$ cat src/rtl/cplx_pkg.sv
`default_nettype none
// ============================================================================
// Module   : cplx_pkg
// Brief    : Shared state type, default widths and signed-add overflow check
// Revision : 1.0
// ============================================================================
package cplx_pkg;

  typedef enum logic [0:0] {
    ACCUM = 1'b0,
    HOLD  = 1'b1
  } state_t;

  localparam int IN_W_D  = 16;
  localparam int ACC_W_D = 24;

  // Operands share a sign but the result sign differs.
  function automatic logic add_ovf(input logic a_msb, input logic b_msb, input logic s_msb);
    return (a_msb == b_msb) && (s_msb != a_msb);
  endfunction

endpackage
`default_nettype wire

$ cat src/rtl/cplx_acc_add.sv
`default_nettype none
// ============================================================================
// Module   : cplx_acc_add
// Brief    : Real/imag accumulator adders with sign extension and overflow
// Revision : 1.0
// ============================================================================
module cplx_acc_add
  import cplx_pkg::*;
#(
  parameter int IN_W  = IN_W_D,
  parameter int ACC_W = ACC_W_D
) (
  input  logic signed [ACC_W-1:0] i_acc_re,
  input  logic signed [ACC_W-1:0] i_acc_im,
  input  logic signed [IN_W-1:0]  i_in_re,
  input  logic signed [IN_W-1:0]  i_in_im,
  output logic signed [ACC_W-1:0] o_sum_re,
  output logic signed [ACC_W-1:0] o_sum_im,
  output logic                    o_ovf_re,
  output logic                    o_ovf_im
);

  logic signed [ACC_W-1:0] w_ext_re;
  logic signed [ACC_W-1:0] w_ext_im;

  assign w_ext_re = {{(ACC_W-IN_W){i_in_re[IN_W-1]}}, i_in_re};
  assign w_ext_im = {{(ACC_W-IN_W){i_in_im[IN_W-1]}}, i_in_im};

  assign o_sum_re = i_acc_re + w_ext_re;
  assign o_sum_im = i_acc_im + w_ext_im;

  assign o_ovf_re = add_ovf(i_acc_re[ACC_W-1], w_ext_re[ACC_W-1], o_sum_re[ACC_W-1]);
  assign o_ovf_im = add_ovf(i_acc_im[ACC_W-1], w_ext_im[ACC_W-1], o_sum_im[ACC_W-1]);

endmodule
`default_nettype wire

$ cat src/rtl/cplx_accum.sv
`default_nettype none
// ============================================================================
// Module   : cplx_accum
// Brief    : Frame accumulator of complex products with valid/ready output
// Revision : 1.0
// ============================================================================
module cplx_accum
  import cplx_pkg::*;
#(
  parameter int IN_W  = IN_W_D,
  parameter int ACC_W = ACC_W_D,
  parameter int LEN   = 8
) (
  input  logic                    CLK,
  input  logic                    RST,
  input  logic                    VAL_IN,
  input  logic signed [IN_W-1:0]  REAL_IN,
  input  logic signed [IN_W-1:0]  IMAG_IN,
  output logic                    RDY_IN,
  output logic                    VAL_OUT,
  input  logic                    RDY_OUT,
  output logic signed [ACC_W-1:0] REAL_SUM,
  output logic signed [ACC_W-1:0] IMAG_SUM,
  output logic                    OVF_OUT,
  output logic [7:0]              FILL
);

  localparam logic [7:0] c_last = 8'(LEN - 1);

  state_t                  r_state;
  state_t                  w_state_nxt;
  logic signed [ACC_W-1:0] r_acc_re;
  logic signed [ACC_W-1:0] r_acc_im;
  logic [7:0]              r_fill;
  logic                    r_ovf;
  logic signed [ACC_W-1:0] r_real_sum;
  logic signed [ACC_W-1:0] r_imag_sum;
  logic                    r_ovf_out;

  logic signed [ACC_W-1:0] w_sum_re;
  logic signed [ACC_W-1:0] w_sum_im;
  logic                    w_ovf_re;
  logic                    w_ovf_im;
  logic                    w_accept;
  logic                    w_frame_done;

  cplx_acc_add #(
    .IN_W  (IN_W),
    .ACC_W (ACC_W)
  ) u_add (
    .i_acc_re (r_acc_re),
    .i_acc_im (r_acc_im),
    .i_in_re  (REAL_IN),
    .i_in_im  (IMAG_IN),
    .o_sum_re (w_sum_re),
    .o_sum_im (w_sum_im),
    .o_ovf_re (w_ovf_re),
    .o_ovf_im (w_ovf_im)
  );

  assign w_accept     = VAL_IN && RDY_IN;
  // Accumulators and FILL are zero in HOLD, so a HOLD accept starts a new frame.
  assign w_frame_done = w_accept && (r_fill == c_last);

  always_ff @(posedge CLK) begin
    if (RST) r_state <= ACCUM;
    else     r_state <= w_state_nxt;
  end

  always_comb begin
    w_state_nxt = r_state;
    case (r_state)
      ACCUM: if (w_frame_done) w_state_nxt = HOLD;
      HOLD: begin
        if (w_frame_done)  w_state_nxt = HOLD;
        else if (RDY_OUT)  w_state_nxt = ACCUM;
      end
      default: w_state_nxt = ACCUM;
    endcase
  end

  always_comb begin
    RDY_IN  = 1'b1;
    VAL_OUT = 1'b0;
    if (r_state == HOLD) begin
      RDY_IN  = RDY_OUT;
      VAL_OUT = 1'b1;
    end
  end

  always_ff @(posedge CLK) begin
    if (RST) begin
      r_acc_re   <= '0;
      r_acc_im   <= '0;
      r_fill     <= '0;
      r_ovf      <= 1'b0;
      r_real_sum <= '0;
      r_imag_sum <= '0;
      r_ovf_out  <= 1'b0;
    end else if (w_accept) begin
      if (w_frame_done) begin
        r_real_sum <= w_sum_re;
        r_imag_sum <= w_sum_im;
        r_ovf_out  <= r_ovf | w_ovf_re | w_ovf_im;
        r_acc_re   <= '0;
        r_acc_im   <= '0;
        r_fill     <= '0;
        r_ovf      <= 1'b0;
      end else begin
        r_acc_re   <= w_sum_re;
        r_acc_im   <= w_sum_im;
        r_fill     <= r_fill + 8'd1;
        r_ovf      <= r_ovf | w_ovf_re | w_ovf_im;
      end
    end
  end

  assign REAL_SUM = r_real_sum;
  assign IMAG_SUM = r_imag_sum;
  assign OVF_OUT  = r_ovf_out;
  assign FILL     = r_fill;

endmodule
`default_nettype wire

$ cat config.mk
export PLATFORM = sky130hd
export DESIGN_NAME = cplx_accum
export DESIGN_NICKNAME = d
export VERILOG_FILES = /design/src/rtl/cplx_pkg.sv /design/src/rtl/cplx_acc_add.sv /design/src/rtl/cplx_accum.sv
export SDC_FILE = /design/constraint.sdc
export NUM_CORES = 1
export LEC_CHECK = 0
export ABC_AREA = 1
export ABC_CLOCK_PERIOD_IN_PS = 2700
export CORE_MARGIN = 5
export CORE_UTILIZATION = 42
export CTS_CLUSTER_SIZE = 30
export DETAILED_ROUTE_END_ITERATION = 12
export DONT_BUFFER_PORTS = 1
export GPL_TIMING_DRIVEN = 1
export MAX_ROUTING_LAYER = met4
export PLACE_DENSITY = 0.65
export SLEW_MARGIN = 20
export SYNTH_ARGS = -nofsm -noshare
export SYNTH_HDL_FRONTEND = slang
export SYNTH_SLANG_ARGS = --single-unit
$ cat constraint.sdc
create_clock -name CLK -period 2.7 [get_ports CLK]
set_clock_uncertainty 0.1 [all_clocks]
set_input_delay 0.405 -clock CLK [delete_from_list [all_inputs] [get_ports CLK]]
set_output_delay 0.405 -clock CLK [all_outputs]
set_load 0.02 [all_outputs]
# --- Word level (Yosys, flattened, before mapping) ---
# Cells that the tools add are included.
# Widths: inputs -> output; s select.
word_totals:
  ff_bits: 107
  input_bits: 36
  elab_cells: 34
op_classes:
  n_addsub: 3
  n_eq_ne: 5
  mux: 10
  bitwise: 3
  n_reduce_logical: 5
ops:
  columns: ["operator", "n"]
  rows:
  - ["$add 24x16->24", 2]
  - ["$mux 24", 2]
  - ["$add 8x1->8 const B", 1]
  - ["$eq 8x3->1 const B", 1]
  - ["$mux 8", 1]
  - ["$mux 1", 6]
  - ["$logic_and 1x1->1", 4]
  - ["$eq 1x1->1", 2]
  - ["$ne 1x1->1", 2]
  - ["$or 1x1->1", 2]
  - ["$pmux 1 s2", 1]
  - ["$reduce_and 2->1", 1]
  - ["$not 1->1", 1]

# --- Longest topological paths before layout ---
# Gate-level depths: netlist (run 1).
depth:
  ltp_word: 6
  depth_mapped: 14
  mapped_depth_nobuf: 14

# --- Cells and area by module ---
# Synthesis (run 1) repeated with hierarchy kept, for this count alone.
unflattened:
  cells_unflattened: 1218
  hier_area_um2: 7405.9
modules_own_cells:
  columns: ["mod", "n_inst", "cells_per_inst", "area_each_um2", "seq_area_each_um2"]
  rows:
  - ["cplx_accum", 1, 496, 3866.2, 2142.1]
  - ["cplx_acc_add", 1, 722, 3539.6, 0.0]

# --- Worst setup path after synthesis (run 1) ---
# Ideal clock, no wire load.
synth_path:
  path_kind: "in2reg"
  from: "in REAL_IN[0]"
  to: "reg r_acc_re[14]"
  setup_ps: 132
  arrival_ps: 1922
  t_required_ps: 2468
  path_slack_ps: 545
  path_stages: 11
  path_buffers: 0
  path_cell_list: "ha_1 > fa_1 > nand3_1 > nand2_1 > nand2_1 > nand2_1 > nand3_1 > nand2_1 > or2_2 > nand3_1 > a21oi_1"
synth_via:
  elab_chain_len: 2
synth_lines:
  columns: ["element", "line_no", "text"]
  rows:
  - ["start: declaration", "cplx_accum.sv:17", "input logic signed [IN_W-1:0] REAL_IN,"]
  - ["$add 24x16->24", "cplx_acc_add.sv:29", "assign o_sum_re = i_acc_re + w_ext_re;"]
  - ["$mux 24", "cplx_accum.sv:101", "if (w_frame_done) begin"]
  - ["end signal: assignment", "cplx_accum.sv:110", "r_acc_re <= w_sum_re;"]
  - ["end: declaration", "cplx_accum.sv:32", "logic signed [ACC_W-1:0] r_acc_re;"]
# No other way between the ends.
# A chain may end at the register's enable or synchronous reset.

# --- Worst setup path in the final report (run 1) ---
layout_path:
  from: "reg r_acc_im[0]"
  to: "reg r_acc_im[14]"
layout_via:
  elab_chain_len: 2
layout_lines:
  columns: ["element", "line_no", "text"]
  rows:
  - ["start: declaration", "cplx_accum.sv:33", "logic signed [ACC_W-1:0] r_acc_im;"]
  - ["start signal: assignment", "cplx_accum.sv:111", "r_acc_im <= w_sum_im;"]
  - ["$add 24x16->24", "cplx_acc_add.sv:30", "assign o_sum_im = i_acc_im + w_ext_im;"]
  - ["$mux 24", "cplx_accum.sv:101", null]
# No other way between the ends.

==> summary.md, run 1 <==
| Metric | Value |
|---|---|
| Worst Tran Pin Value | `0.955 ns` |
| Fin crit share | `84.0%` |
| Final setup fails | `0` |
| Per-cell routed wire length | `15.8 um` |
| Cell Area, Synth | `6600 um^2` |
| 1st-iter DRT viols | `461` |
| Final WS setup | `0.431 ns` |
| Syn nets | `1,076` |
| RSZ-0062 raised after global routing | `no` |
| CTS Root Cell | `clkbuf_16` |
| CTS tree | `done` |
| Max Slew Vio Count | `0` |
| Max stage delay on crit path | `0.44 ns` |
| Initial Util | `43.1%` |
| DP HPWL | `14,600 um` |
| Commonest non-fill, non-tap cells in the layout | `nand2_1, dfxtp_1, a21oi_1` |
| Max-Cap Viols | `0` |
| Leak | `3.50 nW` |
| Vias in the first global route | `6,209` |
| Slowest CP cell | `fa_1` |
| Largest net degree at the start of global routing | `56` |
| Dpl ws | `0.355 ns` |
| Mapped Cells | `991` |
| First-pass GRT wire length | `30,800 um` |
| Post-synth cell types | `36` |
| Final wirelength | `19,000 um` |
| Fmax | `441 MHz` |
| CP delay by family, top | `simple AND/OR/NAND/NOR gates` |
| CORE AREA | `15,300 um^2` |
| Global Route Usage Sum | `21.7%` |
| Share of cells above drive strength 1 | `4.73%` |
| Die W | `135 um` |
| DR pass1 iterations | `7` |
| Routed via count | `6,350` |
| Die height | `135 um` |
| Area leader, netlist | `dfxtp_1` |
| Drt via density | `5.27` |
| Post-synth ARST share | `0%` |
| CTS Buffer Depth | `2` |
| Sequential share of the synthesized area | `32.4%` |
| Top cells by area, synth | `dfxtp_1, nand2_1, ha_1` |
| H-Tree Depth | `3` |
| Final Power | `4.28 mW` |
| Critical path required time | `2.84 ns` |
| Setup TNS | `0 ns` |
| Placer Congestion | `0.949` |
| Synth warnings | `0` |
| Outcome | `finished clean` |
| Num ports | `95` |
| Flops & latches, synth | `107` |
| Routed Antenna Nets | `0` |
| Final hold violations | `0` |
| Peak VDD IR | `339 uV` |
| Mean Syn Cell Area | `6.66 um^2` |
| Total grt overflow | `0` |
| Slew HR | `36.2%` |
| Initial antenna violation count | `0` |
| Critical Path Fanout Max | `5` |
| Post-CTS sizing | `0` |
| Top cell by count, worst path | `nand2_1` |
| Area Overhead vs Synth | `8.39%` |
| Hold slack | `0.0167 ns` |
| CTS Buf Count | `9` |
| CP Launch Type | `flip-flop` |
| Drt drc | `0` |
| Number of synthesized flops with an enable pin | `0` |
| Die area | `18,300 um^2` |
| Main synth FF type | `dfxtp_1` |
| # rows | `45` |
| Critical Path, Cell by Cell | `ha_1 -> fa_1 -> nand3_1 -> nand2_1 -> nand2_1 -> nand2_1 -> nand3_1 -> nand2_1 -> or2_2 -> nand3_1 -> a21oi_1` |
| Antenna cells | `0` |
| Buf/Inv on CP | `0` |
| Buffers on Ports | `0` |
| Setup Crit Path Kind | `reg2reg` |
| Power per cell area | `598 nW/um^2` |
| CP endpoint kind | `flip-flop` |
| Skew-Pair Late Insertion Delay | `0.36 ns` |
| Hold Crit Class | `in2reg` |
| Num Clock Sinks | `107` |
| Commonest non-fill, non-tap cell in the layout | `nand2_1` |
| Post-synth top area share | `32.4%` |
| Data arrival, critical path | `2.41 ns` |
| NumNets Final | `1,075` |
| Post-layout minimum cycle time | `2.27 ns` |
| Reg clk slew, reported paths | `0.07 ns` |
| Final core utilization | `46.7%` |
[synthesized netlist by cell type (2+ instances only)]
cell type,instances
nor3_1,8
buf_2,7
a2bb2oi_1,8
a21oi_1,95
ha_1,47
or2_2,12
nor2_1,62
a31oi_1,4
a22o_1,8
a21o_1,4
fa_1,2
clkbuf_1,16
xor2_1,5
dfxtp_1,107
nand2b_1,2
nand3b_1,2
nand4_1,22
inv_2,4
nand2_1,321
o21ai_0,35
and2_1,2
and3_1,4
o21bai_1,12
nand3_1,86
xnor2_1,14
inv_1,92
[power breakdown]
part           internal [mW]  switching [mW]
logic                  0.467           0.801
clock network          0.698           0.581
registers               1.67          0.0570
[final timing paths]
kind               start            to  slack [ns]  depth (start not counted)
max          r_acc_im[0]  r_acc_im[14]        0.43                         11
min                  RST   r_acc_im[0]        0.02                          1
max reg2reg  r_acc_im[0]  r_acc_im[14]        0.43                         11
min reg2reg  r_acc_im[0]   r_acc_im[0]        0.36                          2
[timing repair]
action | CTS | global route
endpoints found under the setup margin | 0 | 0
hold buffers | 0 | 1
setup buffers | 0 | 0
endpoints found under the hold margin | 0 | 2
[layout make-up]
type	count	area [um^2]
Fill cell	1640	8160
Multi-Input combinational cell	763	4000
Sequential cell	107	2140
Inverter	96	360
Clock buffer	14	274
Tap cell	211	264
Timing Repair Buffer	13	113
Clock inverter	1	7.51
[registers in the layout, summed over array words and instances, names as in the netlist]
name / flops
FILL: 8
IMAG_SUM: 24
OVF_OUT: 1
REAL_SUM: 24
r_acc_im: 24
r_acc_re: 24
r_ovf: 1
r_state: 1
[routing by layer]
metal  vias up  global-route usage [%]  part of all wire, %
met1      2898                    24.5                   43
met2       151                    37.5                   49
met4         0                    6.44                  2.1
met5         -                       -                    0
met3        26                    6.02                  6.0
li1       3275                       -                    -
[stage by stage]
stage,area (um^2),std cells
final,7160,1205
after global routing,7160,1205
after CTS,7150,1204
after detailed placement,6870,1189
after global placement,6870,1189
after floorplan,6600,991
[kinds of logic after synthesis]
| kind of cell | Yosys count | synth area share (%) |
|---|---|---|
| AOI/OAI and AO/OA | 168 | 14.4 |
| DFF | 107 | 32.4 |
| and+or+nand+nor | 527 | 34.0 |
| buffers and inverters | 121 | 7.18 |
| adders and majority gates | 49 | 9.51 |
| xor gates and xnor gates | 19 | 2.52 |
[worst register-to-register path, delay by kind of cell (launching register included)]
family | cells | cell delay (ns)
AOI/OAI and AO/OA | 1 | 0.07
adders and majority gates | 2 | 0.68
DFF | 1 | 0.31
and+or+nand+nor | 8 | 0.99
No activity file was read; power rests on OpenSTA's default activity.
==> inputs of run 2 (changes only) <==
--- a/config.mk
+++ b/config.mk
@@ -6,7 +6,7 @@
 export NUM_CORES = 1
 export LEC_CHECK = 0
 export ABC_AREA = 1
-export ABC_CLOCK_PERIOD_IN_PS = 2700
+export ABC_CLOCK_PERIOD_IN_PS = 2200
 export CORE_MARGIN = 5
 export CORE_UTILIZATION = 42
 export CTS_CLUSTER_SIZE = 30
==> constraint.sdc (replaced) <==
create_clock -name CLK -period 2.2 [get_ports CLK]
set_clock_uncertainty 0.1 [all_clocks]
set_input_delay 0.33 -clock CLK [delete_from_list [all_inputs] [get_ports CLK]]
set_output_delay 0.33 -clock CLK [all_outputs]
set_load 0.02 [all_outputs]
==> summary.md, run 2 (synthesis gave the netlist of run 1 again) <==
| Metric | Value |
|---|---|
| Outcome | `finished clean (unchanged)` |
| DP HPWL | `14,900 um (was 14,600 um)` |
| Hold Path Cell Cnt | `3 (was 1)` |
| Final core utilization | `48.6% (was 46.7%)` |
| Slew HR | `75.0% (was 36.2%)` |
| Seq pwr share | `39.4% (was 40.4%)` |
| CTS Buf Count | `9 (unchanged)` |
| Worst Tran Pin Value | `0.374 ns (was 0.955 ns)` |
| Leak | `3.64 nW (was 3.50 nW)` |
| Num ports | `95 (unchanged)` |
| NumNets Final | `1,096 (was 1,075)` |
| Antenna cells | `0 (unchanged)` |
| 1st-iter DRT viols | `380 (was 461)` |
| Data arrival, critical path | `2.18 ns (was 2.41 ns)` |
| CTS tree | `done (unchanged)` |
| Vias in the first global route | `6,210 (was 6,209)` |
| CTS Buffer Depth | `2 (unchanged)` |
| Max-Cap Viols | `0 (unchanged)` |
| Initial Util | `43.1% (unchanged)` |
| Reg2reg path depth | `11 (unchanged)` |
| Skew-Pair Late Insertion Delay | `0.36 ns (about the same)` |
| Critical Path, Cell by Cell | `ha_1 -> fa_1 -> nand3_1 -> nand2_1 -> nand2_1 -> nand2_2 -> nand3_1 -> nand2_1 -> or2_2 -> nand3_1 -> a21oi_1 (was ha_1 -> fa_1 -> nand3_1 -> nand2_1 -> nand2_1 -> nand2_1 -> nand3_1 -> nand2_1 -> or2_2 -> nand3_1 -> a21oi_1)` |
| Num Clock Sinks | `107 (unchanged)` |
| CORE AREA | `15,300 um^2 (unchanged)` |
| Clock network power share | `29.1% (was 29.9%)` |
| Die area | `18,300 um^2 (unchanged)` |
| Die height | `135 um (unchanged)` |
| CP Launch Type | `flip-flop (unchanged)` |
| Logic pwr share | `31.5% (was 29.6%)` |
| Max Slew Vio Count | `0 (unchanged)` |
| Power per cell area | `724 nW/um^2 (was 598 nW/um^2)` |
| Final wirelength | `19,200 um (was 19,000 um)` |
| CP endpoint kind | `flip-flop (unchanged)` |
| Routed Antenna Nets | `0 (unchanged)` |
| Post-layout minimum cycle time | `2.05 ns (was 2.27 ns)` |
| Area Overhead vs Synth | `12.8% (was 8.39%)` |
| Per-cell routed wire length | `15.7 um (was 15.8 um)` |
| DR pass1 iterations | `5 (was 7)` |
| Hold Crit Class | `in2reg (unchanged)` |
| Hold slack | `0.0478 ns (was 0.0167 ns)` |
| Commonest non-fill, non-tap cells in the layout | `nand2_1, dfxtp_1, inv_1 (was nand2_1, dfxtp_1, a21oi_1)` |
| First-pass GRT wire length | `31,400 um (was 30,800 um)` |
| H-Tree Depth | `3 (unchanged)` |
| Fmax | `488 MHz (was 441 MHz)` |
| Final setup fails | `0 (unchanged)` |
| Setup Crit Path Kind | `reg2reg (unchanged)` |
| Critical path required time | `2.34 ns (was 2.84 ns)` |
| Peak VDD IR | `513 uV (was 339 uV)` |
| Total grt overflow | `0 (unchanged)` |
| Placer Congestion | `0.979 (was 0.949)` |
| Die W | `135 um (unchanged)` |
| Switching part of the total | `35.0% (was 33.7%)` |
| Fill cell count | `1,618 (was 1,640)` |
| CTS Root Cell | `clkbuf_16 (unchanged)` |
| Initial antenna violation count | `0 (unchanged)` |
| Buffers on Ports | `0 (unchanged)` |
| Global Route Usage Sum | `22.0% (was 21.7%)` |
| Switch Pwr | `1.89 mW (was 1.44 mW)` |
| Critical Path Fanout Max | `4 (was 5)` |
| Int Pwr | `3.50 mW (was 2.84 mW)` |
| # rows | `45 (unchanged)` |
| Post-CTS setup buffers | `0 (unchanged)` |
| Drt drc | `0 (unchanged)` |
| Largest net degree at the start of global routing | `54 (was 56)` |
| Drt via density | `5.24 (was 5.27)` |
| Final hold violations | `0 (unchanged)` |
| Slowest CP cell | `fa_1 (unchanged)` |
| Share of cells above drive strength 1 | `9.15% (was 4.73%)` |
| Routed via count | `6,425 (was 6,350)` |
| Reg clk slew, reported paths | `0.07 ns (about the same)` |
| Max stage delay on crit path | `0.39 ns (was 0.44 ns)` |
| Fin crit share | `93.1% (was 84.0%)` |
| Commonest non-fill, non-tap cell in the layout | `nand2_1 (unchanged)` |
## run 2: cell type report
class                      instances  area, um^2  area share (%)
clock buffer                       9         225            3.03
clock inverter                     7        57.6           0.773
inverter                          96         360            4.84
multi-input combinational        763        4100            55.0
sequential                       107        2140            28.8
tap                              211         264            3.55
timing repair buffer              34         300            4.03
## run 2: metrics by stage
stage / setup TNS (ns) / instance area (um^2) / total power [mW] / std cells / setup WS [ns]
6_report: 0 / 7440 / 5.39 / 1227 / 0.152
2_1_floorplan: 0 / 6600 / 3.37 / 991 / 0.120
4_1_cts: 0 / 7350 / 5.40 / 1227 / 0.0916
5_1_grt: -0.00229 / 7440 / 5.77 / 1227 / -0.00229
3_5_place_dp: 0 / 7040 / 3.78 / 1210 / 0.0939
3_3_place_gp: 0 / 7040 / 3.76 / 1210 / 0.109
## run 2: what timing repair did
action | in CTS | in global routing
hold endpoints to repair | 53 | 0
hold buffers | 1 | 0
gates resized for setup | 0 | 22
setup endpoints to repair | 0 | 20
## run 2: per-layer routing
| metal | GRT usage [%] | wire length [um] | vias up |
|---|---|---|---|
| met5 | - | 0 | - |
| met4 | 5.88 | 395 | 0 |
| met3 | 5.16 | 986 | 28 |
| met2 | 38.5 | 9420 | 148 |
| met1 | 25.4 | 8410 | 2936 |
| li1 | - | - | 3313 |
## run 2: power by group through the flow
stage	combinational [mW]	sequential, mW	clock, mW
global placement	1.60	2.16	0
global route	1.92	2.14	1.71
detailed placement	1.61	2.17	0
finish	1.70	2.12	1.57
floorplan	1.22	2.15	0
CTS	1.64	2.12	1.63
## run 2: path summary, 6_finish.rpt
| check | from | to | slack [ns] |
|---|---|---|---|
| min | RST | FILL[2] | 0.05 |
| max | r_acc_im[0] | r_acc_im[14] | 0.15 |
| min reg2reg | r_acc_im[17] | r_acc_im[17] | 0.37 |
| max reg2reg | r_acc_im[0] | r_acc_im[14] | 0.15 |
## run 2: critical path, delay by kind of cell, from the launching register on
family	cells	cell delay (ns)
fa+ha+maj	2	0.60
compound gates	1	0.06
flops	1	0.32
simple gates	8	0.83
